**src/rtl/systolic_array_pkg.sv**
```systemverilog
// Shared types for the systolic-array front end.
//   mat8_t        : 4x4 matrix of 8-bit operands, indexed [row][col]
//   mat16_t       : 4x4 matrix of 16-bit results, indexed [row][col]
//   state_t       : arbiter FSM states
//   ARRAY_LATENCY : nominal cycles from start pulse to result strobe
package systolic_array_pkg;

  localparam int ARRAY_LATENCY = 11;

  typedef logic [3:0][3:0][7:0]  mat8_t;
  typedef logic [3:0][3:0][15:0] mat16_t;

  typedef enum logic [1:0] {
    IDLE,
    ISSUE,
    WAIT,
    RESP
  } state_t;

endpackage

```
**src/rtl/rr_arbiter.sv**
```systemverilog
// Combinational round-robin arbiter.
//   req     : request vector
//   ptr     : index of the last winner; search starts at ptr+1
//   gnt     : one-hot grant (zero when no request)
//   gnt_idx : encoded grant index (zero when no request)
module rr_arbiter #(
  parameter int N_REQ = 4,
  parameter int ID_W  = $clog2(N_REQ)
) (
  input  logic [N_REQ-1:0] req,
  input  logic [ID_W-1:0]  ptr,
  output logic [N_REQ-1:0] gnt,
  output logic [ID_W-1:0]  gnt_idx
);

  logic [ID_W-1:0] cand;

  // Scan from the farthest candidate back to ptr+1 so the nearest
  // requester after the pointer is the last (and winning) write.
  always_comb begin
    cand    = '0;
    gnt_idx = '0;
    for (int unsigned i = N_REQ; i >= 1; i--) begin
      cand = ID_W'((32'(ptr) + i) % N_REQ);
      if (req[cand]) begin
        gnt_idx = cand;
      end
    end
  end

  assign gnt = (|req) ? (N_REQ'(1) << gnt_idx) : '0;

endmodule

```
**src/rtl/systolic_array_arbiter.sv**
```systemverilog
// Shares one 4x4 systolic-array multiplier between N_REQ requesters.
// Round-robin accepts a job, issues a one-cycle start pulse with the
// captured operands, waits for the result under a watchdog and returns
// C with the requester id over a valid/ready channel.
//   i_clk, i_arst              : clock, async active-high reset
//   i_reqValid/o_reqReady      : per-requester handshake (ready is one-hot)
//   i_reqA, i_reqB             : per-requester operand matrices
//   o_rspValid/i_rspReady      : response handshake
//   o_rspC, o_rspId            : result matrix and owning requester
//   o_rspTimeout               : job abandoned by the watchdog, o_rspC is zero
//   o_saA, o_saB, o_saValidInput : operands and start pulse to the array
//   i_saC, i_saValidResult     : array result and its strobe
//   o_busy                     : a job is in flight
module systolic_array_arbiter
  import systolic_array_pkg::*;
#(
  parameter int N_REQ   = 4,
  parameter int TIMEOUT = 31,
  parameter int ID_W    = $clog2(N_REQ)
) (
  input  logic                   i_clk,
  input  logic                   i_arst,
  input  logic [N_REQ-1:0]       i_reqValid,
  output logic [N_REQ-1:0]       o_reqReady,
  input  mat8_t [N_REQ-1:0]      i_reqA,
  input  mat8_t [N_REQ-1:0]      i_reqB,
  output logic                   o_rspValid,
  input  logic                   i_rspReady,
  output mat16_t                 o_rspC,
  output logic [ID_W-1:0]        o_rspId,
  output logic                   o_rspTimeout,
  output mat8_t                  o_saA,
  output mat8_t                  o_saB,
  output logic                   o_saValidInput,
  input  mat16_t                 i_saC,
  input  logic                   i_saValidResult,
  output logic                   o_busy
);

  localparam int              WD_W    = $clog2(TIMEOUT);
  localparam logic [WD_W-1:0] WD_LAST = WD_W'(TIMEOUT - 1);

  if (TIMEOUT <= ARRAY_LATENCY) begin : g_bad_timeout
    $error("TIMEOUT must exceed the array latency");
  end

  state_t            state;
  logic [ID_W-1:0]   ptr;
  logic [ID_W-1:0]   id_q;
  mat8_t             a_q;
  mat8_t             b_q;
  mat16_t            c_q;
  logic              tmo_q;
  logic              sa_valid_q;
  logic              rsp_valid_q;
  logic              busy_q;
  logic [WD_W-1:0]   wd;
  logic [N_REQ-1:0]  gnt;
  logic [ID_W-1:0]   gnt_idx;

  rr_arbiter #(
    .N_REQ (N_REQ),
    .ID_W  (ID_W)
  ) u_arb (
    .req     (i_reqValid),
    .ptr     (ptr),
    .gnt     (gnt),
    .gnt_idx (gnt_idx)
  );

  always_ff @(posedge i_clk or posedge i_arst) begin
    if (i_arst) begin
      state       <= IDLE;
      ptr         <= ID_W'(N_REQ - 1);
      id_q        <= '0;
      a_q         <= '0;
      b_q         <= '0;
      c_q         <= '0;
      tmo_q       <= 1'b0;
      sa_valid_q  <= 1'b0;
      rsp_valid_q <= 1'b0;
      busy_q      <= 1'b0;
      wd          <= '0;
    end else begin
      case (state)
        IDLE: begin
          if (|i_reqValid) begin
            a_q        <= i_reqA[gnt_idx];
            b_q        <= i_reqB[gnt_idx];
            id_q       <= gnt_idx;
            sa_valid_q <= 1'b1;
            busy_q     <= 1'b1;
            state      <= ISSUE;
          end
        end
        ISSUE: begin
          sa_valid_q <= 1'b0;
          wd         <= '0;
          state      <= WAIT;
        end
        WAIT: begin
          wd <= wd + 1'b1;
          // A result arriving on the expiry cycle still wins.
          if (i_saValidResult) begin
            c_q         <= i_saC;
            tmo_q       <= 1'b0;
            rsp_valid_q <= 1'b1;
            state       <= RESP;
          end else if (wd == WD_LAST) begin
            c_q         <= '0;
            tmo_q       <= 1'b1;
            rsp_valid_q <= 1'b1;
            state       <= RESP;
          end
        end
        RESP: begin
          if (i_rspReady) begin
            ptr         <= id_q;
            rsp_valid_q <= 1'b0;
            busy_q      <= 1'b0;
            state       <= IDLE;
          end
        end
        default: state <= IDLE;
      endcase
    end
  end

  assign o_reqReady     = (state == IDLE) ? gnt : '0;
  assign o_saA          = a_q;
  assign o_saB          = b_q;
  assign o_saValidInput = sa_valid_q;
  assign o_rspValid     = rsp_valid_q;
  assign o_rspC         = c_q;
  assign o_rspId        = id_q;
  assign o_rspTimeout   = tmo_q;
  assign o_busy         = busy_q;

endmodule

```
**config.mk**
```make
export PLATFORM = sky130hd
export DESIGN_NAME = systolic_array_arbiter
export DESIGN_NICKNAME = d
export VERILOG_FILES = /design/src/rtl/systolic_array_pkg.sv /design/src/rtl/rr_arbiter.sv /design/src/rtl/systolic_array_arbiter.sv
export SDC_FILE = /design/constraint.sdc
export NUM_CORES = 1
export LEC_CHECK = 0
export CAP_MARGIN = 20
export CORE_AREA = 10 10 697 699
export CTS_BUF_LIST = sky130_fd_sc_hd__clkbuf_16
export CTS_CLUSTER_SIZE = 40
export DETAILED_ROUTE_END_ITERATION = 10
export DIE_AREA = 0 0 707 709
export SYNTH_ARGS = -nofsm -noshare
export SYNTH_HDL_FRONTEND = slang
export SYNTH_SLANG_ARGS = --single-unit
```
**constraint.sdc**
```tcl
create_clock -name i_clk -period 32.3 [get_ports i_clk]
set_input_delay 3.23 -clock i_clk [delete_from_list [all_inputs] [get_ports i_clk]]
set_output_delay 3.23 -clock i_clk [all_outputs]
set_load 0.05 [all_outputs]
```
==> load_flow_metrics.sql <==
INSERT INTO impl_metrics (metric_group, metric, value, unit) VALUES
('run_status', 'status', 'finished, final reports clean', ''),
('floorplan', 'initial_utilization', '5.53', '%'),
('worst_hold_path', 'hold_class', 'register to register', ''),
('critical_path', 'startpoint_type', 'input pin', ''),
('grt', 'grt_start_max_net_pins', '136', ''),
('yosys', 'synth.net_count', '3696', ''),
('route', 'drcViolationCount', '0', ''),
('final_layout', 'num-nets-final', '5427', ''),
('worst_hold_path', 'holdPathStages', '2', ''),
('clock_network', 'post_cts.repair.setup_buffers', '0', ''),
('route', 'route.vias.total', '29815', ''),
('route', 'postRouteWirelength', '367000', 'um'),
('floorplan', 'floorplan.die_area', '501000', 'um2'),
('timing', 'setup_total_negative_slack', '0', 'ns'),
('placement', 'post-place-cells', '10265', ''),
('floorplan', 'die_y', '709', 'um'),
('clock_network', 'ctsRootBufferMaster', 'clkbuf_16', ''),
('critical_path', 'ff2ff_setup_slack', '27.36', 'ns'),
('yosys', 'synthCells', '2402', ''),
('critical_path', 'path_delay_family', 'simple AND/OR/NAND/NOR gates', ''),
('critical_path', 'worst-endpoint-arrival', '5.84', 'ns'),
('grt', 'first_global_vias', '29823', ''),
('timing', 'timing.fmax', '110', 'MHz'),
('critical_path', 'critical_path.n_buffers_inverters', '2', ''),
('timing', 'skew', '0.0779', 'ns'),
('clock_network', 'max_root_sink_buffers', '4', ''),
('timing', 'final_hold_viol_count', '0', ''),
('yosys', 'synth.lib_cells_used.distinct', '35', ''),
('clock_network', 'clkLatencyLatePin', '0.83', 'ns'),
('yosys', 'syn_area_per_cell', '10.8', 'um2'),
('placement', 'globalplace.congestion', '0.992', ''),
('critical_path', 'critPathMostFrequentCell', 'clkdlybuf4s50_1', ''),
('clock_network', 'htree_levels', '3', ''),
('critical_path', 'crit_path_max_incr_delay', '0.74', 'ns'),
('clock_network', 'post_cts_resized', '0', ''),
('final_layout', 'fillerInstances', '53779', ''),
('grt', 'grt_pass1_wl', '434000', 'um'),
('timing', 'max-slew-margin-rel', '13.6', '%'),
('final_layout', 'drive_gt1_share', '6.50', '%'),
('critical_path', 'crit_slowest_cell', 'clkdlybuf4s50_1', ''),
('placement', 'dp.final_hpwl', '324000', 'um'),
('grt', 'grt_antenna_before_repair', '176', ''),
('grt', 'grt_remaining_overflow', '0', ''),
('power', 'power_per_cell_area', '112', 'nW/um2'),
('route', 'post_drt_via_cell_ratio', '2.84', ''),
('route', 'drt.antenna.violating_nets', '0', ''),
('placement', 'port_buffers', '1809', ''),
('grt', 'grt.total_usage', '13.8', '%'),
('route', 'detailedRoute.firstIterationViolations', '2747', ''),
('critical_path', 'reg2regPathDepth', '8', ''),
('critical_path', 'worst_setup_path_startpoint', 'i_reqValid[0]', ''),
('critical_path', 'worst_setup_path_end_kind', 'primary output', ''),
('timing', 'finalSetupViolCount', '0', ''),
('run', 'timing.max_cap.violations', '0', ''),
('yosys', 'most_common_flop_cell_mapped_by_yosys', 'dfrtp_1', ''),
('floorplan', 'core', '471000', 'um2'),
('yosys', 'synthesis.yosys.warnings', '0', ''),
('clock_network', 'tritoncts_num_sinks', '527', ''),
('critical_path', 'crit_required', '29.07', 'ns'),
('timing', 'grt_setup_unrepaired', 'no', ''),
('floorplan', 'number_of_core_rows', '252', ''),
('yosys', 'number_of_synthesized_register_bits', '527', ''),
('floorplan', 'floorplan.io_pins', '1810', ''),
('route', 'routed_wire_length_per_instance', '34.9', 'um'),
('timing', 'maxSlewViolCount', '0', ''),
('clock_network', 'clock_tree_from_tritoncts', 'done', ''),
('critical_path', 'timing.critical_path.cells', 'clkdlybuf4s50_1 -> nor4_4 -> nand2b_4 -> or2_4 -> nor2_1 -> clkdlybuf4s50_1', ''),
('critical_path', 'critical_path_peak_fanout', '21', ''),
('yosys', 'yosysSeqAreaShare', '50.7', '%'),
('floorplan', 'die_width', '707', 'um'),
('clock_network', 'cts_hold_buf', '0', '');
[state kept, by name (all words and copies together) (netlist names)]
| register | flops |
|---|---|
| o_rspTimeout | 1 |
| wd | 5 |
| o_saValidInput | 1 |
| o_saB | 128 |
| o_rspId | 2 |
| state | 2 |
| o_busy | 1 |
| ptr | 2 |
| o_rspC | 256 |
| o_rspValid | 1 |
| o_saA | 128 |
[worst max-delay path by stage]
stage | endpoint | slack (ns) | depth (start not counted)
CTS | o_reqReady[3] | 23.17 | 6
detailed placement | o_reqReady[3] | 23.18 | 6
global placement | o_reqReady[3] | 23.11 | 6
floorplan | o_busy | 14.35 | 1
finish | o_reqReady[3] | 23.23 | 6
global route | o_reqReady[3] | 23.10 | 6
[through the flow]
stage	utilization, %	instance area, um2	worst slack (ns)
after global routing	11.4	53800	23.10
after global placement	10.8	50900	23.11
after CTS	11.4	53700	23.17
after detailed placement	10.8	51000	23.18
after floorplan	-	26000	14.35
final	11.5	54000	23.23
[synth_stat cells (2+ instances only)]
master,instances,area [um2]
nor2_1,6,22.5
dfstp_2,2,52.6
nor2b_1,4,25.0
buf_4,23,173
buf_2,65,325
buf_6,27,304
or2_1,2,12.5
o221ai_1,255,2230
mux2_2,2,22.5
a21oi_1,4,20.0
nand2_1,565,2120
mux2i_1,513,5130
a22o_1,110,963
dfrtp_1,525,13100
inv_1,8,30.0
o21ai_0,10,50.1
nand3_1,152,761
nand2b_1,4,25.0
clkbuf_1,104,390
ha_1,6,75.1
[power by group]
group          internal (mW)  switching [mW]  total [mW]
clock network          0.545           0.423       0.968
registers              0.981           0.246        1.23
logic                   1.04            2.80        3.83
total                   2.56            3.46        6.03
[worst min-delay path, stage by stage, from the launching register on]
cell     delay (ns)
dfrtp_1        0.33
nand2_1        0.05
nand2_1        0.05
[logic make-up (layout without fill, tap and decap cells)]
family          count (synthesis)  after routing  synth area share [%]
flops                         527            527                  50.7
fa+ha+maj                       6              6                 0.288
other cells                     0             95                     0
mux                           516            516                  19.9
buf+inv                       227           2022                  4.70
compound gates                388            388                  12.9
simple gates                  738            738                  11.6
[layout make-up]
| cell class | count | area [um2] | share of cell area, % |
|---|---|---|---|
| diodes | 95 | 238 | 0.440 |
| clock buffers | 85 | 2130 | 3.94 |
| clock inverters | 66 | 593 | 1.10 |
| inverters | 8 | 37.5 | 0.0695 |
| multi-input cells | 1648 | 11700 | 21.6 |
| flip-flops and latches | 527 | 13200 | 24.4 |
| well taps | 6223 | 7790 | 14.4 |
| repair buffers | 1863 | 18400 | 34.0 |
[routing by layer]
layer / share of wire [%] / GRT usage [%] / wire [um] / up-vias
met5: 0.14 / 0 / 518 / -
met4: 2.6 / 2.84 / 9680 / 78
li1: - / - / - / 12429
met1: 39 / 16.3 / 142000 / 14898
met2: 44 / 21.6 / 161000 / 1941
met3: 14 / 8.32 / 52800 / 469
Note: power is estimated with default switching activity, not from simulation.
